<file path="config.mk">
export PLATFORM = sky130hd
export DESIGN_NAME = mux_sel_sequencer
export DESIGN_NICKNAME = d
export VERILOG_FILES = /design/src/rtl/mux_sel_sequencer.sv
export SDC_FILE = /design/constraint.sdc
export NUM_CORES = 1
export LEC_CHECK = 0
export ABC_CLOCK_PERIOD_IN_PS = 1500
export CAP_MARGIN = 10
export CORE_AREA = 4 4 69 71
export DETAILED_ROUTE_END_ITERATION = 6
export DIE_AREA = 0 0 73 75
export PLACE_DENSITY = 0.56
export SYNTH_ARGS = -nofsm -noshare
export SYNTH_HDL_FRONTEND = slang
export SYNTH_SLANG_ARGS = --single-unit
</file>
<file path="constraint.sdc">
create_clock -name clk -period 1.5 [get_ports clk]
set_input_delay 0.225 -clock clk [delete_from_list [all_inputs] [get_ports clk]]
set_output_delay 0.225 -clock clk [all_outputs]
set_load 0.05 [all_outputs]
</file>
<file path="src/rtl/mux_sel_sequencer.sv">
// Select-side driver for the 2-bit 4:1 board mux: switch sync/debounce, manual or
// round-robin select, and a 4-slot snapshot of the returned mux result.
module mux_sel_sequencer #(
    parameter int unsigned DEBOUNCE_CYC = 4,
    parameter int unsigned DWELL        = 8
) (
    input  logic       clk,
    input  logic       rst_n,
    input  logic [1:0] sw_sel,
    input  logic       sw_auto,
    input  logic [1:0] mux_f,
    output logic [1:0] sel,
    output logic [7:0] capture,
    output logic       cap_valid,
    output logic       frame_done
);

    localparam int unsigned CntW   = (DEBOUNCE_CYC > 1) ? $clog2(DEBOUNCE_CYC) : 1;
    localparam int unsigned DwellW = (DWELL > 1) ? $clog2(DWELL) : 1;
    localparam logic [CntW-1:0]   CntLast   = CntW'(DEBOUNCE_CYC - 1);
    localparam logic [DwellW-1:0] DwellLast = DwellW'(DWELL - 1);

    typedef enum logic {StManual, StAuto} state_e;

    // Switch vector layout: bit 2 = auto mode, bits 1:0 = manual select.
    logic [2:0]        sync1_q, s_q, p_q, stable_q, stable_d;
    logic [CntW-1:0]   cnt_q, cnt_d;
    logic [DwellW-1:0] dwell_q, dwell_d;
    state_e            state_q, state_d;
    logic [1:0]        sel_q, sel_d;
    logic [3:0][1:0]   cap_q, cap_d;
    logic              cap_valid_q, cap_valid_d;
    logic              frame_done_q, frame_done_d;

    always_comb begin
        cnt_d    = '0;
        stable_d = stable_q;
        if (s_q == p_q && s_q != stable_q) begin
            if (cnt_q == CntLast) begin
                stable_d = s_q;
            end else begin
                cnt_d = cnt_q + 1'b1;
            end
        end
    end

    always_comb begin
        state_d      = state_q;
        sel_d        = sel_q;
        dwell_d      = dwell_q;
        cap_d        = cap_q;
        cap_valid_d  = 1'b0;
        frame_done_d = 1'b0;
        case (state_q)
            StManual: begin
                if (stable_q[2]) begin
                    state_d = StAuto;
                    sel_d   = 2'd0;
                    dwell_d = '0;
                end else begin
                    sel_d        = stable_q[1:0];
                    cap_d[sel_q] = mux_f;
                end
            end
            StAuto: begin
                // Mode exit wins over a coincident dwell terminal: no capture, no pulse.
                if (!stable_q[2]) begin
                    state_d = StManual;
                    sel_d   = stable_q[1:0];
                    dwell_d = '0;
                end else if (dwell_q == DwellLast) begin
                    cap_d[sel_q] = mux_f;
                    sel_d        = sel_q + 2'd1;
                    dwell_d      = '0;
                    cap_valid_d  = 1'b1;
                    frame_done_d = (sel_q == 2'd3);
                end else begin
                    dwell_d = dwell_q + 1'b1;
                end
            end
            default: state_d = StManual;
        endcase
    end

    always_ff @(posedge clk or negedge rst_n) begin
        if (!rst_n) begin
            sync1_q      <= '0;
            s_q          <= '0;
            p_q          <= '0;
            stable_q     <= '0;
            cnt_q        <= '0;
            dwell_q      <= '0;
            state_q      <= StManual;
            sel_q        <= '0;
            cap_q        <= '0;
            cap_valid_q  <= 1'b0;
            frame_done_q <= 1'b0;
        end else begin
            sync1_q      <= {sw_auto, sw_sel};
            s_q          <= sync1_q;
            p_q          <= s_q;
            stable_q     <= stable_d;
            cnt_q        <= cnt_d;
            dwell_q      <= dwell_d;
            state_q      <= state_d;
            sel_q        <= sel_d;
            cap_q        <= cap_d;
            cap_valid_q  <= cap_valid_d;
            frame_done_q <= frame_done_d;
        end
    end

    assign sel        = sel_q;
    assign capture    = cap_q;
    assign cap_valid  = cap_valid_q;
    assign frame_done = frame_done_q;

endmodule

</file>
==> impl_metrics.csv <==
group,metric,value,unit
timing,tightest_slew,0.3731,ns
min_path,min_path_type,"input port to asynchronous set/reset pin",
worst_setup_path,worstPathRequired,1.66,ns
power_and_ir_drop,ir_drop,0.5371,mV
grt,grt_use_total,0.08392,
detailed_routing,vias,757,
placed_design,place_ws,-0.03554,ns
floorplan,die_h,75,µm
clocking,numCtsBuffers,5,
grt,vias_in_the_first_global_route,790,
yosys,synth.area.top_cells,"sky130_fd_sc_hd__dfrtp_1 62%, sky130_fd_sc_hd__mux2_2 8.4%, sky130_fd_sc_hd__ha_1 8.3%, sky130_fd_sc_hd__xnor2_1 2.9%, sky130_fd_sc_hd__xor2_1 2.2%",
worst_setup_path,critical_path_arrival,1.63,ns
timing,timing.final.hold_violations,0,
yosys,synthesis.area_per_instance,14.16,µm²
detailed_routing,1st_pass_router_iterations,4,
grt,globalRouteMet2Util,0.1400,
power_and_ir_drop,power_density,1052,mW/mm²
floorplan,placeableCoreArea,0.004234,mm²
timing,setup_viol_count_final,0,
clocking,clkSinkCount,30,
yosys,yosys_most_used_dff,"sky130_fd_sc_hd__dfrtp_1",
power_and_ir_drop,p_leak,0.7967,nW
yosys,count_of_cell_types_in_the_netlist,22,
timing,max-slew-margin-rel,0.7513,
clocking,clock_latency_late_sink,0.28,ns
flow_run,max_cap_violations,0,
yosys,share_of_async_settable_or_async_resettable_flops_after_synthesis,1.000,
layout,nets,132,
clocking,tritoncts,"done",
grt,globalRoute.totalOverflow,0,
timing,setup-tns-final,0,ns
detailed_routing,avgViaCountPerCell,4.453,
placed_design,numPortBuffers,18,
timing,report.final.slew_viol_count,0,
floorplan,fp.dieW,73,µm
grt,grt_first_pass_wirelength,3415,µm
yosys,synth_top_area_cell,"sky130_fd_sc_hd__dfrtp_1",
yosys,synth-seq-area-share,0.6237,
grt,gr-usage-met3,0.05607,
layout,flow.area_growth_from_synthesis,41.27,%
detailed_routing,antenna_violating_nets_post_route,0,
detailed_routing,post-route-drc-count,0,
detailed_routing,avgRoutedWirePerCell,12.24,µm
yosys,synth_nets,100,
worst_setup_path,cp-end-kind,"register",
worst_setup_path,timing.critical_path.from_type,"register",
yosys,synth_cells,85,
placed_design,placed_cells,159,
yosys,synth_enable_flop_cells,0,
floorplan,dieArea,0.005475,mm²
timing,setup_repair_after_global_routing_missed_its_margin,"yes",
worst_setup_path,critical_path_peak_fanout,4,
timing,period_needed,1.462,ns
worst_setup_path,crit_type,"register to register",
floorplan,num_io_pins,19,
layout,final_cell_mix,"28 x sky130_fd_sc_hd__dfrtp_1, 18 x sky130_fd_sc_hd__buf_4, 6 x sky130_fd_sc_hd__mux2_4, 6 x sky130_fd_sc_hd__ha_1, 6 x sky130_fd_sc_hd__clkdlybuf4s50_1",
grt,globalRoute.busiestLayer,"met2",
layout,num_antenna_cells,0,
timing,layout_worst_path_cycle_share,0.9744,
clocking,cts.hold.buffers_added,0,
grt,grt_max_degree,31,
yosys,synth_top_area_frac,0.6237,
clocking,cts_buffer_depth,2,
detailed_routing,drt-total-wl,2081,µm
grt,grt_antenna_before_repair,0,
yosys,yosys_register_bits,30,
yosys,yosys_warn_count,0,
yosys,netlist_area,0.001204,mm²
layout,final-instance-count-excl-fill,170,
timing,fin_ws,0.03835,ns
placed_design,globalplace.congestion,0.7577,
timing,highest_attainable_clock_frequency,684.2,MHz
clocking,cts_root_buffer,"sky130_fd_sc_hd__clkbuf_8",
run_status,outcome,"finished clean",
floorplan,initial_core_utilization,0.2843,
grt,grt_util_met1,0.08593,
layout,layout_commonest_cell,"sky130_fd_sc_hd__dfrtp_1",
layout,share_of_layout_cells_above_drive_strength_1,0.4576,
clocking,worst_setup_hold_path_clk_slew,0.06,ns
timing,skew,0.005810,ns
floorplan,placement_rows,24,
detailed_routing,drt_first_iter_violations,16,
placed_design,dp.final_hpwl,1432,µm
clocking,cts-htree-levels,2,
layout,fillers,409,
-- registers in the layout (all words and copies together), names as in the netlist --
signal	flops
dwell_q	3
sync1_q	3
sel	2
cap_valid	1
cnt_q	2
p_q	3
frame_done	1
capture	8
stable_q	3
s_q	3
state_q	1
-- metrics by stage --
step | util | area (µm²) | hold slack, ns | total power, W
floorplan | - | 1211 | -0.07059 | 0.0009402
finish | 0.4016 | 1700 | 0.3276 | 0.001788
detailed placement | 0.3490 | 1478 | 0.3381 | 0.001008
global route | 0.4016 | 1700 | 0.3552 | 0.001882
CTS | 0.3800 | 1609 | 0.3338 | 0.001809
global placement | 0.3490 | 1478 | 0.3360 | 0.001004
-- synth_stat cells, drive strengths merged (2+ instances only) --
| cell type | n |
|---|---|
| nand3 | 2 |
| and2 | 2 |
| ha | 8 |
| xor2 | 3 |
| a22o | 2 |
| mux2 | 11 |
| nor2 | 2 |
| nand2 | 6 |
| o22ai | 2 |
| inv | 4 |
| xnor2 | 4 |
| dfrtp | 30 |
-- what timing repair did --
| item | 4_1_cts | 5_1_grt |
|---|---|---|
| setup endpoints to repair | 10 | 10 |
| pin swaps | 2 | 7 |
| gates cloned | 0 | 0 |
| gates resized for setup | 4 | 16 |
| setup buffers | 1 | 2 |
-- power by group --
| group | switching (W) | total (W) | internal, W |
|---|---|---|---|
| sequential | 0.0000197 | 0.000857 | 0.000837 |
| clock | 0.000294 | 0.000781 | 0.000488 |
| combinational | 0.0000848 | 0.000150 | 0.0000655 |
| total | 0.000398 | 0.00179 | 0.00139 |
-- worst max-delay path, cell delays in order (launching register included) --
cell and delay [ns]:
sky130_fd_sc_hd__dfrtp_1 0.39, sky130_fd_sc_hd__ha_2 0.21, sky130_fd_sc_hd__ha_4 0.17, sky130_fd_sc_hd__nand3_4 0.07
sky130_fd_sc_hd__o21ai_4 0.08, sky130_fd_sc_hd__nand2_2 0.09, sky130_fd_sc_hd__mux2_2 0.33
-- logic make-up (layout without fill, tap and decap cells) --
family,count (synthesis),after routing,synth area share
AND/OR/NAND/NOR,17,17,0.07382
XOR/XNOR,7,7,0.05094
flip-flops,30,30,0.6237
multiplexers,12,12,0.1112
AO/OA/AOI/OAI,6,6,0.03534
buffers and inverters,5,38,0.02183
adder cells (fa/ha/maj),8,8,0.08316
-- layout make-up --
cell class / instances / area [µm²] / area share
sequential: 30 / 753.2 / 0.4430
multi-input combinational: 50 / 523.0 / 0.3076
timing repair buffer: 26 / 235.2 / 0.1383
clock buffer: 5 / 68.82 / 0.04047
tap: 52 / 65.06 / 0.03826
clock inverter: 3 / 40.04 / 0.02355
inverter: 4 / 15.01 / 0.008830
-- path summary, 6_finish.rpt --
check / from / end / slack [ns] / cells after the start
setup / recovery: dwell_q[0] / capture[1] / 0.04 / 6
hold / removal: rst_n / sync1_q[0] / 0.33 / 2
setup reg to reg: dwell_q[0] / capture[1] / 0.04 / 6
hold reg to reg: sync1_q[2] / s_q[2] / 0.35 / 0
max in group asynchronous: rst_n / sel[0] / 0.87 / 2
min in group clk: sync1_q[2] / s_q[2] / 0.35 / 0
-- per-layer routing --
metal | wire length (µm) | up-vias
met5 | 0 | -
met4 | 0 | 0
met3 | 171 | 0
met2 | 1052 | 20
met1 | 857 | 385
li1 | - | 352
Note: power is estimated with default switching activity, not from simulation.
